`src/rtl/binary_mul_pipe_bi_if.sv`:
```
// Handshake bundle for binary_mul_pipe_bi: operand input channel and product output channel.
// The ovf wire exists only when BINARY_MUL_LEGACY_OVF_EN is defined.
interface binary_mul_pipe_bi_if #(
  parameter int WIDTH = 14
);
  logic                 in_valid;
  logic                 in_ready;
  logic [WIDTH-1:0]     A;
  logic [WIDTH-1:0]     B;
  logic                 a_signed;
  logic                 b_signed;
  logic                 out_valid;
  logic                 out_ready;
  logic [2*WIDTH-1:0]   P;
`ifdef BINARY_MUL_LEGACY_OVF_EN
  logic                 ovf;

  modport master (
    output in_valid, A, B, a_signed, b_signed, out_ready,
    input  in_ready, out_valid, P, ovf
  );
  modport slave (
    input  in_valid, A, B, a_signed, b_signed, out_ready,
    output in_ready, out_valid, P, ovf
  );
`else
  modport master (
    output in_valid, A, B, a_signed, b_signed, out_ready,
    input  in_ready, out_valid, P
  );
  modport slave (
    input  in_valid, A, B, a_signed, b_signed, out_ready,
    output in_ready, out_valid, P
  );
`endif
endinterface

```
`src/rtl/binary_mul_pipe_bi.sv`:
```
// Pipelined WIDTH x WIDTH multiplier with per-operand signedness and valid/ready flow control.
// Optional legacy overflow flag: define BINARY_MUL_LEGACY_OVF_EN.
module binary_mul_pipe_bi #(
  parameter int WIDTH  = 14,
  parameter int STAGES = 2
) (
  input  logic               clk,
  input  logic               rst_n,
  input  logic               en,
  binary_mul_pipe_bi_if.slave bus
);
  localparam int XW = WIDTH + 1;
  localparam int PW = 2 * WIDTH;

  // One extra bit lets both signed and unsigned operands share a signed multiplier.
  function automatic logic signed [XW-1:0] extend_op(input logic [WIDTH-1:0] v,
                                                     input logic is_signed);
    return {is_signed & v[WIDTH-1], v};
  endfunction

`ifdef BINARY_MUL_LEGACY_OVF_EN
  // Legacy field is 2*WIDTH-1 bits: signed needs the top bits to be a pure sign run.
  function automatic logic legacy_ovf(input logic signed [2*XW-1:0] p,
                                      input logic is_signed);
    if (is_signed)
      return !((&p[2*XW-1:PW-2]) || !(|p[2*XW-1:PW-2]));
    return |p[2*XW-1:PW-1];
  endfunction
`endif

  logic                 adv;
  logic                 in_xfer;

  logic                 vld_p0;
  logic signed [XW-1:0] a_p0;
  logic signed [XW-1:0] b_p0;
  logic [PW-1:0]        prod_next;

  logic                 vld_p  [STAGES];
  logic [PW-1:0]        prod_p [STAGES];

`ifdef BINARY_MUL_LEGACY_OVF_EN
  logic                   sgn_p0;
  logic signed [2*XW-1:0] full_prod;
  logic                   ovf_next;
  logic                   ovf_p [STAGES];

  assign full_prod = a_p0 * b_p0;
  assign prod_next = full_prod[PW-1:0];
  assign ovf_next  = legacy_ovf(full_prod, sgn_p0);
  assign bus.ovf   = ovf_p[STAGES-1];
`else
  assign prod_next = PW'(a_p0 * b_p0);
`endif

  assign adv         = en & (~vld_p[STAGES-1] | bus.out_ready);
  assign bus.in_ready = adv & rst_n;
  assign in_xfer     = bus.in_valid & bus.in_ready;

  assign bus.out_valid = vld_p[STAGES-1];
  assign bus.P         = prod_p[STAGES-1];

  always_ff @(posedge clk) begin
    if (!rst_n) begin
      vld_p0 <= 1'b0;
      a_p0   <= '0;
      b_p0   <= '0;
`ifdef BINARY_MUL_LEGACY_OVF_EN
      sgn_p0 <= 1'b0;
`endif
      for (int i = 0; i < STAGES; i++) begin
        vld_p[i]  <= 1'b0;
        prod_p[i] <= '0;
`ifdef BINARY_MUL_LEGACY_OVF_EN
        ovf_p[i]  <= 1'b0;
`endif
      end
    end else if (adv) begin
      // p0: capture extended operands (bubble when no input transfer)
      vld_p0 <= in_xfer;
      a_p0   <= extend_op(bus.A, bus.a_signed);
      b_p0   <= extend_op(bus.B, bus.b_signed);
`ifdef BINARY_MUL_LEGACY_OVF_EN
      sgn_p0 <= bus.a_signed | bus.b_signed;
`endif
      // p1: truncated product enters the product chain
      vld_p[0]  <= vld_p0;
      prod_p[0] <= prod_next;
`ifdef BINARY_MUL_LEGACY_OVF_EN
      ovf_p[0]  <= ovf_next;
`endif
      // p2..: delay-only stages up to the output register
      for (int i = 1; i < STAGES; i++) begin
        vld_p[i]  <= vld_p[i-1];
        prod_p[i] <= prod_p[i-1];
`ifdef BINARY_MUL_LEGACY_OVF_EN
        ovf_p[i]  <= ovf_p[i-1];
`endif
      end
    end
  end

endmodule
```
`src/flat_wrapper.sv`:
```
// flat-port wrapper written by rule: the top's interface ports become plain ports
module binary_mul_pipe_bi_flat 
#(
  parameter int WIDTH  = 14,
  parameter int STAGES = 2
)
  (clk, rst_n, en, bus_in_valid, bus_A, bus_B, bus_a_signed, bus_b_signed, bus_out_ready, bus_in_ready, bus_out_valid, bus_P);
  binary_mul_pipe_bi_if #(.WIDTH(WIDTH)) bus_i ();
  input  logic clk;
  input  logic rst_n;
  input  logic en;
  input wire logic [$bits(bus_i.in_valid)-1:0] bus_in_valid;
  input wire logic [$bits(bus_i.A)-1:0] bus_A;
  input wire logic [$bits(bus_i.B)-1:0] bus_B;
  input wire logic [$bits(bus_i.a_signed)-1:0] bus_a_signed;
  input wire logic [$bits(bus_i.b_signed)-1:0] bus_b_signed;
  input wire logic [$bits(bus_i.out_ready)-1:0] bus_out_ready;
  output wire logic [$bits(bus_i.in_ready)-1:0] bus_in_ready;
  output wire logic [$bits(bus_i.out_valid)-1:0] bus_out_valid;
  output wire logic [$bits(bus_i.P)-1:0] bus_P;
  assign bus_i.in_valid = bus_in_valid;
  assign bus_i.A = bus_A;
  assign bus_i.B = bus_B;
  assign bus_i.a_signed = bus_a_signed;
  assign bus_i.b_signed = bus_b_signed;
  assign bus_i.out_ready = bus_out_ready;
  assign bus_in_ready = bus_i.in_ready;
  assign bus_out_valid = bus_i.out_valid;
  assign bus_P = bus_i.P;
  binary_mul_pipe_bi #(.WIDTH(WIDTH), .STAGES(STAGES)) u_core (.clk(clk), .rst_n(rst_n), .en(en), .bus(bus_i));
endmodule
```
`config.mk`:
```
export PLATFORM = sky130hd
export DESIGN_NAME = binary_mul_pipe_bi_flat
export DESIGN_NICKNAME = d
export VERILOG_FILES = /design/src/rtl/binary_mul_pipe_bi_if.sv /design/src/rtl/binary_mul_pipe_bi.sv /design/src/flat_wrapper.sv
export SDC_FILE = /design/constraint.sdc
export NUM_CORES = 1
export LEC_CHECK = 0
export CORE_MARGIN = 5
export CORE_UTILIZATION = 49
export CTS_CLUSTER_DIAMETER = 50
export DETAILED_ROUTE_END_ITERATION = 10
export PLACE_DENSITY_LB_ADDON = 0.25
export RECOVER_POWER = 100
export REMOVE_ABC_BUFFERS = 1
export SLEW_MARGIN = 20
export SYNTH_ARGS = -nofsm -noshare
export SYNTH_HDL_FRONTEND = slang
export SYNTH_SLANG_ARGS = --single-unit
export TNS_END_PERCENT = 20
```
`constraint.sdc`:
```
create_clock -name clk -period 7.5 [get_ports clk]
set_input_delay 1.5 -clock clk [delete_from_list [all_inputs] [get_ports clk]]
set_output_delay 1.5 -clock clk [all_outputs]
set_load 0.02 [all_outputs]
```
## After elaboration in Yosys (flattened, before gate mapping)

Memory sizes are Yosys's and may differ from the RTL's.
Index checks and enable logic that the tools add are counted.

| word-level totals | value |
|---|---|
| register bits | 31 |
| RAM bits | 58 |
| input port bits | 35 |
| output and inout bits | 30 |
| logic and storage cells | 25 |
| memories kept | 2 |

| operators by class | value |
|---|---|
| $mul | 1 |
| muxes and demuxes | 8 |
| bitwise operators | 11 |

Memories:

| memory | depth | width | read ports | clocked after memory_dff | wr ports | RTL line | source |
|---|---|---|---|---|---|---|---|
| u_core.prod_p | 2 | 28 | 2 | 0 | 2 | binary_mul_pipe_bi.sv:40 | `logic [PW-1:0] prod_p [STAGES];` |
| u_core.vld_p | 2 | 1 | 2 | 0 | 2 | binary_mul_pipe_bi.sv:39 | `logic vld_p [STAGES];` |

Operator list:

| cell | number |
|---|---|
| $mux 28 | 2 |
| $mul 15x15->28 | 1 |
| $mux 1 | 6 |
| $and 1x1->1 | 5 |
| $or 1x1->1 | 5 |
| $not 1->1 | 1 |

## Longest topological paths before layout

Gate-level depths: netlist of run 1.

| logic depth | value |
|---|---|
| depth after elaboration | 7 |
| mapped depth | 22 |
| mapped depth without buffers | 20 |

## Worst setup path before layout of run 1

Ideal clock, no wire load.

| timing path | value |
|---|---|
| kind | reg2reg |
| start point | reg u_core.a_p0[14] |
| end point | mem u_core.prod_p[0][26] in the netlist's numbering (data pin) |
| data arrival time | 5.522 ns |
| required time | 7.240 ns |
| setup slack | 1.717 ns |
| stages on the path, launching flop included | 20 |
| path buffers | 1 |
| period minus slack after synthesis | 5.783 ns |
| path through | dfxtp_1 clkbuf_1 nand2_1 inv_1 fa_1 fa_1 inv_1 fa_1 inv_1 fa_1 fa_1 inv_1 fa_1 inv_1 ha_1 and4_1 a41o_1 a2111oi_2 o21bai_1 mux2i_1 |

RTL lines:

| element | RTL line | source |
|---|---|---|
| start, declared | binary_mul_pipe_bi.sv:35 | `logic signed [XW-1:0] a_p0;` |
| start signal, assigned | binary_mul_pipe_bi.sv:81 | `a_p0 <= extend_op(bus.A, bus.a_signed);` |
| end, declared | binary_mul_pipe_bi.sv:40 |  |

==> results.py, run 1 <==
metrics = {
    "synth": {
        "synth_top_family_by_area": "adder cells",
        "synth_commonest_cells": "inv_1, fa_1, and2_1, nand2_1, ha_1",
        "async_flop_share_pct": 0,
        "synth-simple-area-share_pct": 14.3,
        "synth_mux_area_share_pct": 0.347,
        "synth_edf_count": 58,
        "ys_ff_latch": 89,
        "synth_top_area_cell": "fa_1",
        "synth_sequential_area_ratio_pct": 20.5,
        "synthCells": 1152,
        "synth-xor-area-share_pct": 2.09,
        "synth_most_common_cell": "inv_1",
        "synth_area_leaders": "fa_1, edfxtp_1, ha_1",
        "syn-mean-instance-area_um2": 10.0,
        "synth.distinct_cells": 54,
        "yosysWarnings": 0,
        "synth_compound_area_share_pct": 6.57,
        "synth_area_um2": 11500,
        "synth_top_area_share_pct": 36.4,
        "ys.flop_type": "edfxtp_1",
        "synthAdderAreaFrac_pct": 44.8,
    },
    "clocking": {
        "cts_made_buffers": 9,
        "post_cts_buffers": 0,
        "clk_latency_ns": 0.37,
        "cts_max_level": 3,
        "clock_path_buffers": 2,
        "clk_pin_slew_ns": 0.08,
        "cts_tree": "built",
        "cts-root-buf": "clkbuf_16",
        "hold_buffers": 0,
        "clock-sinks": 89,
        "cts_resized": 0,
    },
    "routing": {
        "dr.first_iter.drc_count": 369,
        "vias_per_cell": 5.21,
        "ant_nets": 0,
        "dr.pass1.iters": 5,
        "routed_wl_um": 25300,
        "wl_per_cell_um": 17.0,
        "drc": 0,
        "vias": 7726,
    },
    "power_and_ir_drop": {
        "power_frac_comb_pct": 28.6,
        "power_w": 0.00153,
        "switching_share_pct": 35.8,
        "power_density_nw_per_um2": 123,
        "pwr-share-clk_pct": 30.8,
        "irDropWorstVdd_mv": 0.121,
        "p_int_w": 0.000983,
        "seq_power_share_pct": 40.7,
        "p_sw_w": 0.000549,
        "p_leak_nw": 6.12,
    },
    "timing": {
        "rsz0062_at_grt": "no",
        "final.setup.tns_ns": 0,
        "setup_viol": 0,
        "timing.final.ws_setup_ns": 0.748,
        "fin_skew_ns": 0.0133,
        "period_minus_slack_ns": 6.75,
        "max_freq_mhz": 148,
        "fin_crit_sh_pct": 90.0,
        "maxSlewHeadroom_pct": -110,
        "tightest_slew_ns": 3.15,
        "slew_viol_final": 141,
        "final_hold_viol_count": 0,
    },
    "setup_path": {
        "rr_worst_depth": 19,
        "crit_fanout": 16,
        "worstPathArrival_ns": 6.93,
        "crit_required_ns": 7.68,
        "startpoint_type": "flip-flop",
        "critical_path_class": "reg2reg",
        "cp-end-kind": "flip-flop",
    },
    "min_path": {
        "holdPathStages": 1,
        "hold_class": "reg2reg",
    },
    "layout": {
        "diodes": 0,
        "drive_gt1_share_pct": 1.63,
        "final_nets": 1481,
        "layoutNonFillerInstCount": 1483,
        "fillers": 2089,
        "syn_to_final_growth_pct": 8.21,
    },
    "placed_design": {
        "pre_cts_ws_ns": 1.22,
        "place_inst": 1467,
        "place_congestion": 0.917,
        "dp_hpwl_um": 19300,
        "port_buffers": 64,
    },
    "status": {
        "status": "finished, violations left",
        "violations": "capacitance limit, slew limit",
    },
    "die": {
        "die_y_um": 163,
        "io_pins": 65,
        "dieArea_um2": 26700,
        "rows": 56,
        "die_w_um": 163,
        "coreArea_um2": 23300,
        "start_util_pct": 49.5,
    },
    "global_route": {
        "grt_max_degree": 74,
        "grt_pass1_wl_um": 41500,
        "grt_pass1_vias": 8171,
        "antenna_found_initial": 0,
        "grt.overflow.total": 0,
        "grt_usage_pct": 20.0,
    },
    "run": {
        "drv_cap": 3,
    },
}
power groups by stage:
stage / registers [W] / clock network [W] / logic [W]
global route: 0.000628 / 0.000506 / 0.000499
CTS: 0.000621 / 0.000486 / 0.000454
floorplan: 0.000619 / 0 / 0.000298
finish: 0.000623 / 0.000472 / 0.000437
global placement: 0.000631 / 0 / 0.000441
detailed placement: 0.000632 / 0 / 0.000451
path summary, 6_finish.rpt:
path | from | end | slack (ns)
worst min-delay path | u_core.vld_p0$_SDFFE_PN0P_ | u_core.vld_p0$_SDFFE_PN0P_ | 0.48
worst min register to register | u_core.vld_p0$_SDFFE_PN0P_ | u_core.vld_p0$_SDFFE_PN0P_ | 0.48
worst max register to register | u_core.a_p0[10]$_SDFFE_PN0P_ | u_core.prod_p[0][20]$_SDFFCE_PN0P_ | 0.75
worst max-delay path | u_core.a_p0[10]$_SDFFE_PN0P_ | u_core.prod_p[0][20]$_SDFFCE_PN0P_ | 0.75
routing by layer:
layer | track usage, % | vias up | part of all wire (%)
li1 | - | 3500 | -
met1 | 24.1 | 3984 | 38
met2 | 36.3 | 190 | 54
met3 | 3.53 | 52 | 4.9
met4 | 6.60 | 0 | 3.0
met5 | 0 | - | 0
cell type report:
type	instances	area, um2	share of cell area [%]
Multi-Input combinational cell	738	7820	62.6
Sequential cell	89	2360	18.9
Inverter	253	950	7.60
Timing Repair Buffer	68	656	5.25
Tap cell	319	399	3.20
Clock buffer	9	225	1.80
Clock inverter	7	75.1	0.601
cell usage in the layout (no fill, tap or decap), types with 24 or more instances in the layout:
| master | Yosys | final |
|---|---|---|
| fa_1 | 210 | 210 |
| clkdlybuf4s50_1 | 0 | 33 |
| ha_1 | 77 | 77 |
| dfxtp_1 | 31 | 31 |
| nor2_1 | 24 | 24 |
| inv_1 | 251 | 251 |
| a22o_1 | 29 | 29 |
| edfxtp_1 | 58 | 58 |
| nand2_1 | 122 | 122 |
| and2_1 | 139 | 119 |
| dlygate4sd3_1 | 0 | 31 |
sequential cells by signal, indices dropped and copies added, names as in the netlist:
signal,count
u_core.a_p0,15
u_core.b_p0,15
u_core.prod_p,56
u_core.vld_p,2
u_core.vld_p0,1
per-stage QoR:
| stage | utilization (%) | hold slack [ns] | area [um2] |
|---|---|---|---|
| after floorplan | - | 0.434 | 11200 |
| after global placement | 52.4 | 0.456 | 12200 |
| after detailed placement | 52.4 | 0.468 | 12200 |
| after CTS | 53.7 | 0.486 | 12500 |
| after global routing | 53.5 | 0.514 | 12500 |
| final | 53.5 | 0.484 | 12500 |
worst max-delay path, cell delays in order (launching register included):
cell      delay, ns
dfxtp_1        0.71
nand2_1        0.17
fa_1           0.55
fa_1           0.56
inv_1          0.05
fa_1           0.50
inv_1          0.05
fa_1           0.53
inv_1          0.05
fa_1           0.47
inv_1          0.05
fa_1           0.47
inv_1          0.06
ha_1           0.32
o21ai_0        0.13
nor2b_1        0.18
o31ai_1        0.88
a211oi_1       0.22
or3_1          0.39
a21oi_1        0.20
logic make-up after synthesis:
group | Yosys count
xor+xnor | 26
flops | 89
simple gates | 323
compound gates | 98
buf+inv | 325
mux | 4
fa+ha+maj | 287
No activity file was read; power rests on OpenSTA's default activity.
==> run 2, diff against run 1 <==
--- a/config.mk
+++ b/config.mk
@@ -5,9 +5,11 @@
 export SDC_FILE = /design/constraint.sdc
 export NUM_CORES = 1
 export LEC_CHECK = 0
+export CAP_MARGIN = 20
 export CORE_MARGIN = 5
 export CORE_UTILIZATION = 49
 export CTS_CLUSTER_DIAMETER = 50
+export CTS_CLUSTER_SIZE = 20
 export DETAILED_ROUTE_END_ITERATION = 10
 export PLACE_DENSITY_LB_ADDON = 0.25
 export RECOVER_POWER = 100
==> results of run 2 <==
Final layout, timing and power as in run 1 (identical DEF).
